`config.mk`:
```
export PLATFORM = sky130hd
export DESIGN_NAME = fetch_unit_flat
export DESIGN_NICKNAME = d
export VERILOG_FILES = /design/src/rtl/fetch_unit_if.sv /design/src/rtl/fetch_unit.sv /design/src/flat_wrapper.sv
export SDC_FILE = /design/constraint.sdc
export NUM_CORES = 1
export LEC_CHECK = 0
export ABC_AREA = 1
export BUFFER_PORTS_ARGS = -buffer_cell sky130_fd_sc_hd__buf_2
export CAP_MARGIN = 20
export CORE_AREA = 2 2 114 116
export CTS_BUF_LIST = sky130_fd_sc_hd__clkbuf_16
export CTS_CLUSTER_DIAMETER = 60
export DETAILED_ROUTE_END_ITERATION = 6
export DIE_AREA = 0 0 116 118
export PLACE_DENSITY = 0.7
export SLEW_MARGIN = 15
export SYNTH_ARGS = -nofsm -noshare
export SYNTH_HDL_FRONTEND = slang
export SYNTH_SLANG_ARGS = --single-unit
```
`constraint.sdc`:
```
create_clock -name clk -period 2.68 [get_ports clk]
set_input_delay 0.134 -clock clk [delete_from_list [all_inputs] [get_ports clk]]
set_output_delay 0.134 -clock clk [all_outputs]
set_load 0.1 [all_outputs]
```
`src/rtl/fetch_unit_if.sv`:
```
// Bundles the fetch stage's instruction-memory, control and IF/ID signals.
// The master modport is the fetch unit's view; the slave modport is the surrounding pipeline's view.
interface fetch_unit_if;
   logic [31:0] pc_out;
   logic [31:0] imem_instruction;
   logic        stall;
   logic        branch_taken;
   logic [31:0] branch_target;
   logic        jump;
   logic [25:0] jump_index;
   logic [31:0] if_id_instruction;
   logic [31:0] if_id_pc_plus4;
   logic        if_id_valid;
   logic        addr_error;

   modport master (
      output pc_out,
      input  imem_instruction,
      input  stall,
      input  branch_taken,
      input  branch_target,
      input  jump,
      input  jump_index,
      output if_id_instruction,
      output if_id_pc_plus4,
      output if_id_valid,
      output addr_error
   );

   modport slave (
      input  pc_out,
      output imem_instruction,
      output stall,
      output branch_taken,
      output branch_target,
      output jump,
      output jump_index,
      input  if_id_instruction,
      input  if_id_pc_plus4,
      input  if_id_valid,
      input  addr_error
   );
endinterface

```
`src/rtl/fetch_unit.sv`:
```
// Instruction-fetch stage: holds the PC, handles redirects and stalls, and registers
// the fetched word into the IF/ID register. Every output comes straight from a flop.
module fetch_unit #(
   parameter logic [31:0] RESET_PC   = 32'h0000_0000,
   parameter int          IMEM_BYTES = 256
) (
   input  logic         clk,
   input  logic         reset,
   fetch_unit_if.master bus
);

   localparam logic [31:0] IMEM_LIMIT = 32'(IMEM_BYTES);

   logic [31:0] r_pc;
   logic [31:0] r_if_id_instruction;
   logic [31:0] r_if_id_pc_plus4;
   logic        r_if_id_valid;
   logic        r_addr_error;

   logic [31:0] w_pc_plus4;
   logic [31:0] w_jump_target;
   logic [31:0] w_raw_target;
   logic        w_redirect;
   logic        w_in_range;

   // NOTE: every variable assigned in always_comb gets a value on every path, so no latch is inferred.
   always_comb begin
      w_pc_plus4    = r_pc + 32'd4;
      w_jump_target = {w_pc_plus4[31:28], bus.jump_index, 2'b00};
      w_redirect    = bus.branch_taken | bus.jump;
      w_raw_target  = bus.branch_taken ? bus.branch_target : w_jump_target;
      w_in_range    = (r_pc < IMEM_LIMIT);
   end

   // Redirect outranks stall; stall outranks normal fetch. addr_error is sticky until reset.
   // NOTE: sequential state uses non-blocking assignments so all flops update together at the edge.
   always_ff @(posedge clk or posedge reset) begin
      if (reset) begin
         r_pc                <= RESET_PC;
         r_if_id_instruction <= 32'h0;
         r_if_id_pc_plus4    <= 32'h0;
         r_if_id_valid       <= 1'b0;
         r_addr_error        <= 1'b0;
      end else if (w_redirect) begin
         r_pc                <= {w_raw_target[31:2], 2'b00};
         r_if_id_instruction <= 32'h0;
         r_if_id_pc_plus4    <= 32'h0;
         r_if_id_valid       <= 1'b0;
         if (w_raw_target[1:0] != 2'b00) r_addr_error <= 1'b1;
      end else if (!bus.stall) begin
         r_pc <= w_pc_plus4;
         if (w_in_range) begin
            r_if_id_instruction <= bus.imem_instruction;
            r_if_id_pc_plus4    <= w_pc_plus4;
            r_if_id_valid       <= 1'b1;
         end else begin
            r_if_id_instruction <= 32'h0;
            r_if_id_pc_plus4    <= 32'h0;
            r_if_id_valid       <= 1'b0;
            r_addr_error        <= 1'b1;
         end
      end
   end

   assign bus.pc_out            = r_pc;
   assign bus.if_id_instruction = r_if_id_instruction;
   assign bus.if_id_pc_plus4    = r_if_id_pc_plus4;
   assign bus.if_id_valid       = r_if_id_valid;
   assign bus.addr_error        = r_addr_error;

endmodule

```
`src/flat_wrapper.sv`:
```
// flat-port wrapper written by rule: the top's interface ports become plain ports
module fetch_unit_flat 
#(
   parameter logic [31:0] RESET_PC   = 32'h0000_0000,
   parameter int          IMEM_BYTES = 256
)
  (clk, reset, bus_pc_out, bus_imem_instruction, bus_stall, bus_branch_taken, bus_branch_target, bus_jump, bus_jump_index, bus_if_id_instruction, bus_if_id_pc_plus4, bus_if_id_valid, bus_addr_error);
  fetch_unit_if bus_i ();
  input  logic clk;
  input  logic reset;
  output wire logic [$bits(bus_i.pc_out)-1:0] bus_pc_out;
  input wire logic [$bits(bus_i.imem_instruction)-1:0] bus_imem_instruction;
  input wire logic [$bits(bus_i.stall)-1:0] bus_stall;
  input wire logic [$bits(bus_i.branch_taken)-1:0] bus_branch_taken;
  input wire logic [$bits(bus_i.branch_target)-1:0] bus_branch_target;
  input wire logic [$bits(bus_i.jump)-1:0] bus_jump;
  input wire logic [$bits(bus_i.jump_index)-1:0] bus_jump_index;
  output wire logic [$bits(bus_i.if_id_instruction)-1:0] bus_if_id_instruction;
  output wire logic [$bits(bus_i.if_id_pc_plus4)-1:0] bus_if_id_pc_plus4;
  output wire logic [$bits(bus_i.if_id_valid)-1:0] bus_if_id_valid;
  output wire logic [$bits(bus_i.addr_error)-1:0] bus_addr_error;
  assign bus_pc_out = bus_i.pc_out;
  assign bus_i.imem_instruction = bus_imem_instruction;
  assign bus_i.stall = bus_stall;
  assign bus_i.branch_taken = bus_branch_taken;
  assign bus_i.branch_target = bus_branch_target;
  assign bus_i.jump = bus_jump;
  assign bus_i.jump_index = bus_jump_index;
  assign bus_if_id_instruction = bus_i.if_id_instruction;
  assign bus_if_id_pc_plus4 = bus_i.if_id_pc_plus4;
  assign bus_if_id_valid = bus_i.if_id_valid;
  assign bus_addr_error = bus_i.addr_error;
  fetch_unit #(.RESET_PC(RESET_PC), .IMEM_BYTES(IMEM_BYTES)) u_core (.clk(clk), .reset(reset), .bus(bus_i));
endmodule
```
==> summary.md, run 1 <==
| Metric | Value |
|---|---|
| Routed Antenna Nets | `0` |
| RSZ-0062 raised after global routing | `no` |
| DRC errors left | `0` |
| Sum of internal, switching and leakage power | `3.62 mW` |
| Antenna diode count | `0` |
| Largest net degree at the start of global routing | `96` |
| Cell area after technology mapping | `4870 µm²` |
| Total negative slack for setup checks | `0 ns` |
| Run status | `completed` |
| Final critical-path setup slack | `0.813 ns` |
| Part of the Yosys area used for sequential elements | `0.488` |
| Post-synth EDFFs | `0` |
| Total CTS buffers | `9` |
| Count of H-tree levels built during CTS | `3` |
| Post-synthesis cell type with the largest combined area | `dfrtp_1` |
| Maximum resistive drop on vdd | `0.441 mV` |
| Fillcell total | `1295` |
| Worst hold path depth | `3` |
| Clock Power Share | `0.324` |
| Share of power burned in registers | `0.436` |
| Beginning of the worst hold path | `bus_imem_instruction[26]` |
| Capturing point of the worst reg2reg path | `u_core.bus.if_id_instruction[9]` |
| Critical Path Start Type | `flop` |
| Worst max-slew margin expressed relative to the limit | `0.558` |
| Synthesis-to-finish area growth | `27.2%` |
| Worst reg2reg startpoint | `u_core.bus.pc_out[19]` |
| Path class of the lowest-slack min-delay path | `input port to flop` |
| Int Pwr | `2.30 mW` |
| Upper clock frequency limit | `536 MHz` |
| Net Sw Frac | `0.365` |
| Final Routed Wirelength | `14200 µm` |
| Iteration-0 DRC Markers | `300` |
| Global-route wire length before repair | `23400 µm` |
| FFs w/ async S/R, synth | `1.00` |
| Routability cong. | `0.937` |
| Total count of max-transition violations in the final report | `0` |
| Die Span X | `116 µm` |
| Effective utilization at floorplan | `0.392` |
| Total power divided by cell area | `585 nW/µm²` |
| Synth warn | `0` |
| Antenna violations before repair | `0` |
| Count of cell types in the netlist | `30` |
| Net count of the finished layout | `906` |
| Cell types with the largest area share after synthesis | `dfrtp_1 (49%), nand2_1 (14%), nor2_1 (7.6%)` |
| Largest buffer count on any clock path | `2` |
| Worst Hold Endpoint | `u_core.bus.if_id_instruction[26]` |
| Die Span Y | `118 µm` |
| Post-route cell area | `6200 µm²` |
| Clk_lat worst skew | `0.35 ns` |
| Final min period | `1.87 ns` |
| Share of post-route cells with drive strength above 1 | `0.276` |
| Worst Tran Pin Value | `0.662 ns` |
| Cell at the root of the clock tree | `clkbuf_16` |
| Total number of placement rows | `41` |
| Placed standard-cell area | `5910 µm²` |
| Detailed placement HPWL | `10200 µm` |
| Drt via density | `4.87` |
| Hold Fails Final Rpt | `0` |
| Total GRT Usage | `0.218` |
| Grt total ovfl | `0` |
| Die outline area | `13700 µm²` |
| Worst slack, placed | `0.804 ns` |
| Proportion of netlist area held by the largest area contributor | `0.488` |
| Post-layout utilization of the core | `0.499` |
| Post-CTS Repair Setup Buffers | `0` |
| 1st-pass router iterations | `5` |
| R2r setup slk | `0.81 ns` |
| Worst-case reg-to-reg path depth | `7` |
| Final setup viols | `0` |
| Total I/O pin count | `193` |
| Cells after Synth | `633` |
| Count of vias placed by the detailed router | `4805` |
| Worst setup skew after layout | `0.00886 ns` |
| Type of the setup path with the least slack | `flop to flop` |
| TritonCTS clock tree | `built` |
| Per-cell routed wire length | `14.5 µm` |
| Number of flip-flops and latches in the synthesized netlist | `95` |
| Worst setup EP type | `flop` |
| Core outline area | `12400 µm²` |
| Critical path required time | `2.96 ns` |
| Most instantiated flip-flop cell in the synthesis netlist | `dfrtp_1` |
| Final cycle utilization of the critical path | `0.697` |
| Highest fanout seen on the critical path | `39` |
| Worst EP arrival | `2.15 ns` |
| LEAKAGE | `3.32 nW` |
| Clock sinks | `95` |
| Number of max-capacitance violations reported | `0` |
| Part of the power in combinational logic | `0.240` |
| Post-CTS clock slew at the launch and capture registers of the worst setup and hold paths | `0.07 ns` |
| Psw | `1.32 mW` |
| Via count of the first global-routing pass | `4647` |
| Number of port buffers | `190` |
| Syn Area/Cell | `7.69 µm²` |
[flip-flops by register name (all words and copies together) (netlist names)]
register and flops:
u_core.bus.addr_error 1, u_core.bus.if_id_instruction 32, u_core.bus.if_id_pc_plus4 31, u_core.bus.if_id_valid 1, u_core.bus.pc_out 30
[routing by layer]
metal | GRT usage | vias to the layer above | share of wire
met5 | 0 | - | 0
met3 | 0.0381 | 27 | 0.062
met1 | 0.307 | 2209 | 0.46
met4 | 0.0818 | 0 | 0.024
met2 | 0.336 | 191 | 0.46
li1 | - | 2378 | -
[how the worst max path moves through the flow]
stage	from	endpoint	slack [ns]	depth (start not counted)
6_report	u_core.bus.pc_out[19]	u_core.bus.if_id_instruction[9]	0.81	7
3_5_place_dp	u_core.bus.pc_out[20]	u_core.bus.if_id_instruction[9]	0.80	7
5_1_grt	u_core.bus.pc_out[8]	u_core.bus.if_id_instruction[4]	0.61	7
3_3_place_gp	u_core.bus.pc_out[23]	u_core.bus.if_id_instruction[28]	0.87	7
2_1_floorplan	reset	u_core.bus.addr_error	0.07	1
4_1_cts	u_core.bus.pc_out[20]	u_core.bus.if_id_instruction[9]	0.79	7
[synthesized netlist by cell type (2+ instances only)]
| cell type | instances |
|---|---|
| a21oi_1 | 18 |
| a221oi_1 | 16 |
| a22oi_1 | 10 |
| a31oi_1 | 5 |
| a32oi_1 | 2 |
| buf_2 | 17 |
| buf_4 | 6 |
| buf_6 | 4 |
| clkbuf_1 | 5 |
| dfrtp_1 | 95 |
| inv_1 | 54 |
| inv_2 | 4 |
| nand2_1 | 186 |
| nand2_2 | 2 |
| nand3_1 | 70 |
| nand4_1 | 4 |
| nor2_1 | 99 |
| nor2_2 | 5 |
| nor2_4 | 4 |
| o21ai_0 | 9 |
| xor2_1 | 9 |
[final cells by class]
type / count / area, µm² / area share
Clock buffer: 9 / 225 / 0.0363
Tap cell: 172 / 215 / 0.0347
Clock inverter: 6 / 38.8 / 0.00626
Inverter: 58 / 220 / 0.0355
Sequential cell: 95 / 2380 / 0.384
Timing Repair Buffer: 197 / 1030 / 0.167
Multi-Input combinational cell: 449 / 2090 / 0.337
[metrics by stage]
step / instances / hold WS (ns)
global route: 986 / 0.00240
finish: 986 / 0.00865
floorplan: 634 / 0.272
detailed placement: 969 / 0.203
CTS: 986 / 0.000339
global placement: 969 / 0.202
[cell families (layout without fill, tap and decap cells)]
logic type	count (synthesis)	in the layout	synth area share
buf+inv	90	270	0.0845
compound gates	62	62	0.0850
xor+xnor	10	10	0.0180
flops	95	95	0.488
simple gates	374	374	0.321
other cells	1	2	0.000770
fa+ha+maj	1	1	0.00257
[layout by cell type, fill, tap and decap left out, types with 5 or more instances in the layout]
cell type,instances
a21oi_1,18
a221oi_1,16
a22oi_1,10
a31oi_1,5
buf_2,190
clkbuf_16,9
dfrtp_1,95
inv_1,54
nand2_1,186
nand3_1,70
nor2_1,99
nor2_2,5
o21ai_0,9
xor2_1,9
[timing repair]
item                                    4_1_cts  5_1_grt
endpoints found under the setup margin        0        0
hold endpoints to repair                     38        0
resized for setup                             0        0
hold buffers                                  2        0
[power by group through the flow]
stage / logic [mW] / registers [mW] / clock network, mW
floorplan: 0.273 / 1.98 / 0
global placement: 0.868 / 1.60 / 0
detailed placement: 0.870 / 1.61 / 0
CTS: 0.874 / 1.58 / 1.20
global route: 0.935 / 1.59 / 1.25
finish: 0.869 / 1.58 / 1.17
[critical path, stage by stage, from the launching register on]
cell and delay, ns:
dfrtp_1 0.44, nor2_1 0.13, nand3_1 0.11, nor3_1 0.21, nand2_1 0.13, inv_2 0.51, nand3_1 0.16, nand2_1 0.10
No activity file was read; power rests on OpenSTA's default activity.
==> run 2: changes to the inputs <==
==> constraint.sdc (replaced) <==
create_clock -name clk -period 1.6 [get_ports clk]
set_input_delay 0.08 -clock clk [delete_from_list [all_inputs] [get_ports clk]]
set_output_delay 0.08 -clock clk [all_outputs]
set_load 0.1 [all_outputs]
==> summary.md, run 2 (same netlist as run 1, synthesis figures left out) <==
| Metric | Value |
|---|---|
| Run status | `completed` |
| Hold Fails Final Rpt | `0` |
| Cell breakdown of the critical path | `inv_2 -> nand4_1 -> nor3_2 -> nand2_2 -> clkinv_4 -> clkbuf_16 -> nand3_1 -> nand2_1` |
| Largest buffer count on any clock path | `2` |
| Number of port buffers | `190` |
| Buf/Inv on CP | `3` |
| Worst EP arrival | `1.88 ns` |
| Final min period | `1.60 ns` |
| R2r setup slk | `0.003 ns` |
| Total CTS buffers | `9` |
| Total number of placement rows | `41` |
| Placed standard-cell area | `6170 µm²` |
| Critical Path Start Type | `flop` |
| Flip-flop count of the largest register after layout | `32` |
| Highest fanout seen on the critical path | `11` |
| Cell type group with the largest total delay on the critical path | `simple AND/OR/NAND/NOR gates` |
| Synthesis-to-finish area growth | `41.9%` |
| Delay of the slowest cell on the worst path | `0.44 ns` |
| Maximum resistive drop on vdd | `0.496 mV` |
| Clock sinks | `95` |
| Die Span Y | `118 µm` |
| Total count of max-transition violations in the final report | `0` |
| Post-route cell area | `6910 µm²` |
| Core outline area | `12400 µm²` |
| Worst setup skew after layout | `0.00733 ns` |
| Count of H-tree levels built during CTS | `3` |
| Routed Antenna Nets | `0` |
| Worst max-slew margin expressed relative to the limit | `0.638` |
| Slowest library cell on the worst path | `dfrtp_2` |
| Drt via density | `4.97` |
| Type of the setup path with the least slack | `flop to flop` |
| Antenna violations before repair | `1` |
| Critical path required time | `1.88 ns` |
| Iteration-0 DRC Markers | `377` |
| Per-cell routed wire length | `14.8 µm` |
| Die outline area | `13700 µm²` |
| Die Span X | `116 µm` |
| DRC errors left | `0` |
| Total I/O pin count | `193` |
| Fillcell total | `1228` |
| Via count of the first global-routing pass | `4902` |
| Cell at the root of the clock tree | `clkbuf_16` |
| Final Routed Wirelength | `15500 µm` |
| Grt total ovfl | `0` |
| Worst Tran Pin Value | `0.543 ns` |
| Upper clock frequency limit | `626 MHz` |
| Net count of the finished layout | `961` |
| Total power divided by cell area | `911 nW/µm²` |
| Final cycle utilization of the critical path | `0.998` |
| Clk_lat worst skew | `0.35 ns` |
| Number of max-capacitance violations reported | `0` |
| Most frequent standard cell in the layout excluding fill and tap cells | `buf_2` |
| Effective utilization at floorplan | `0.392` |
| Count of vias placed by the detailed router | `5182` |
| Path class of the lowest-slack min-delay path | `input port to flop` |
| Number of placed instances, taps included | `987` |
| Worst setup EP type | `flop` |
| Total GRT Usage | `0.230` |
| 1st-pass router iterations | `6` |
| LEAKAGE | `3.58 nW` |
| Largest net degree at the start of global routing | `96` |
| Routability cong. | `0.963` |
| Detailed placement HPWL | `10500 µm` |
| Share of post-route cells with drive strength above 1 | `0.352` |
| Post-CTS clock slew at the launch and capture registers of the worst setup and hold paths | `0.07 ns` |
| Commonest cells after routing, fill and taps aside | `buf_2 (190), nand2_1 (181), nor2_1 (83), nand3_1 (70), dfrtp_1 (65)` |
| Final setup viols | `0` |
| TritonCTS clock tree | `built` |
| Final instance count without filler cells | `1043` |
| Worst slack, placed | `-0.00394 ns` |
| Global-route wire length before repair | `24700 µm` |
| Final critical-path setup slack | `0.00274 ns` |
## run 2: cell count changes in the layout (fill, tap and decap cells not counted), moves of 4 or more
cell and delta:
inv_1 -4, dfrtp_2 +30, buf_4 +19, nor2_2 +13, nand2_1 -5, dfrtp_1 -30, dlygate4sd3_1 +31, nor2_1 -16
## run 2: final cells by class
type                    instances  area [µm²]  area share
clock inverters                 7        47.5     0.00688
flip-flops and latches         95        2410       0.349
diodes                          1        2.50    0.000362
inverters                      58         226      0.0328
well taps                     172         215      0.0311
clock buffers                   9         225      0.0326
multi-input cells             449        2190       0.316
repair buffers                252        1600       0.231
## run 2: per-layer routing
layer | global-route usage | share of wire | vias up
met2 | 0.348 | 0.47 | 221
met1 | 0.317 | 0.44 | 2405
li1 | - | - | 2512
met5 | 0 | 0 | -
met3 | 0.0366 | 0.059 | 44
met4 | 0.116 | 0.034 | 0
## run 2: per-stage QoR
stage	utilization	power [mW]	hold slack [ns]	TNS (ns)
2_1_floorplan	-	3.82	0.218	-1.92
3_3_place_gp	0.497	4.24	0.276	0
3_5_place_dp	0.497	4.25	0.282	-0.00781
4_1_cts	0.546	6.32	0.00452	0
5_1_grt	0.557	6.58	0.0162	-0.0646
6_report	0.557	6.30	0.0141	0
## run 2: worst paths after layout
path | startpoint | end | cells after the start
max | u_core.bus.pc_out[8] | u_core.bus.if_id_instruction[9] | 8
min | bus_jump_index[7] | u_core.bus.pc_out[9] | 3
max reg2reg | u_core.bus.pc_out[8] | u_core.bus.if_id_instruction[9] | 8
min reg2reg | u_core.bus.addr_error | u_core.bus.addr_error | 2
max in group asynchronous | reset | u_core.bus.pc_out[3] | 4
min in group asynchronous | reset | u_core.bus.if_id_instruction[2] | 4
## run 2: worst register-to-register path, cell delays in order (launching register included)
cell,delay [ns]
dfrtp_2,0.44
inv_2,0.09
nand4_1,0.11
nor3_2,0.26
nand2_2,0.13
clkinv_4,0.12
clkbuf_16,0.17
nand3_1,0.10
nand2_1,0.12
## run 2: where the power goes
group	switching (mW)	internal [mW]	leakage, nW
clock network	0.939	1.05	0.135
registers	0.134	2.51	1.23
logic	1.23	0.441	2.22
total	2.30	4.00	3.58
## run 2: repair_timing
item,CTS,global route
hold buffers,33,0
cloned,0,2
pin swaps,0,5
endpoints found under the setup margin,23,54
gates resized for setup,1,20
hold endpoints to repair,127,0
buffers inserted,0,4
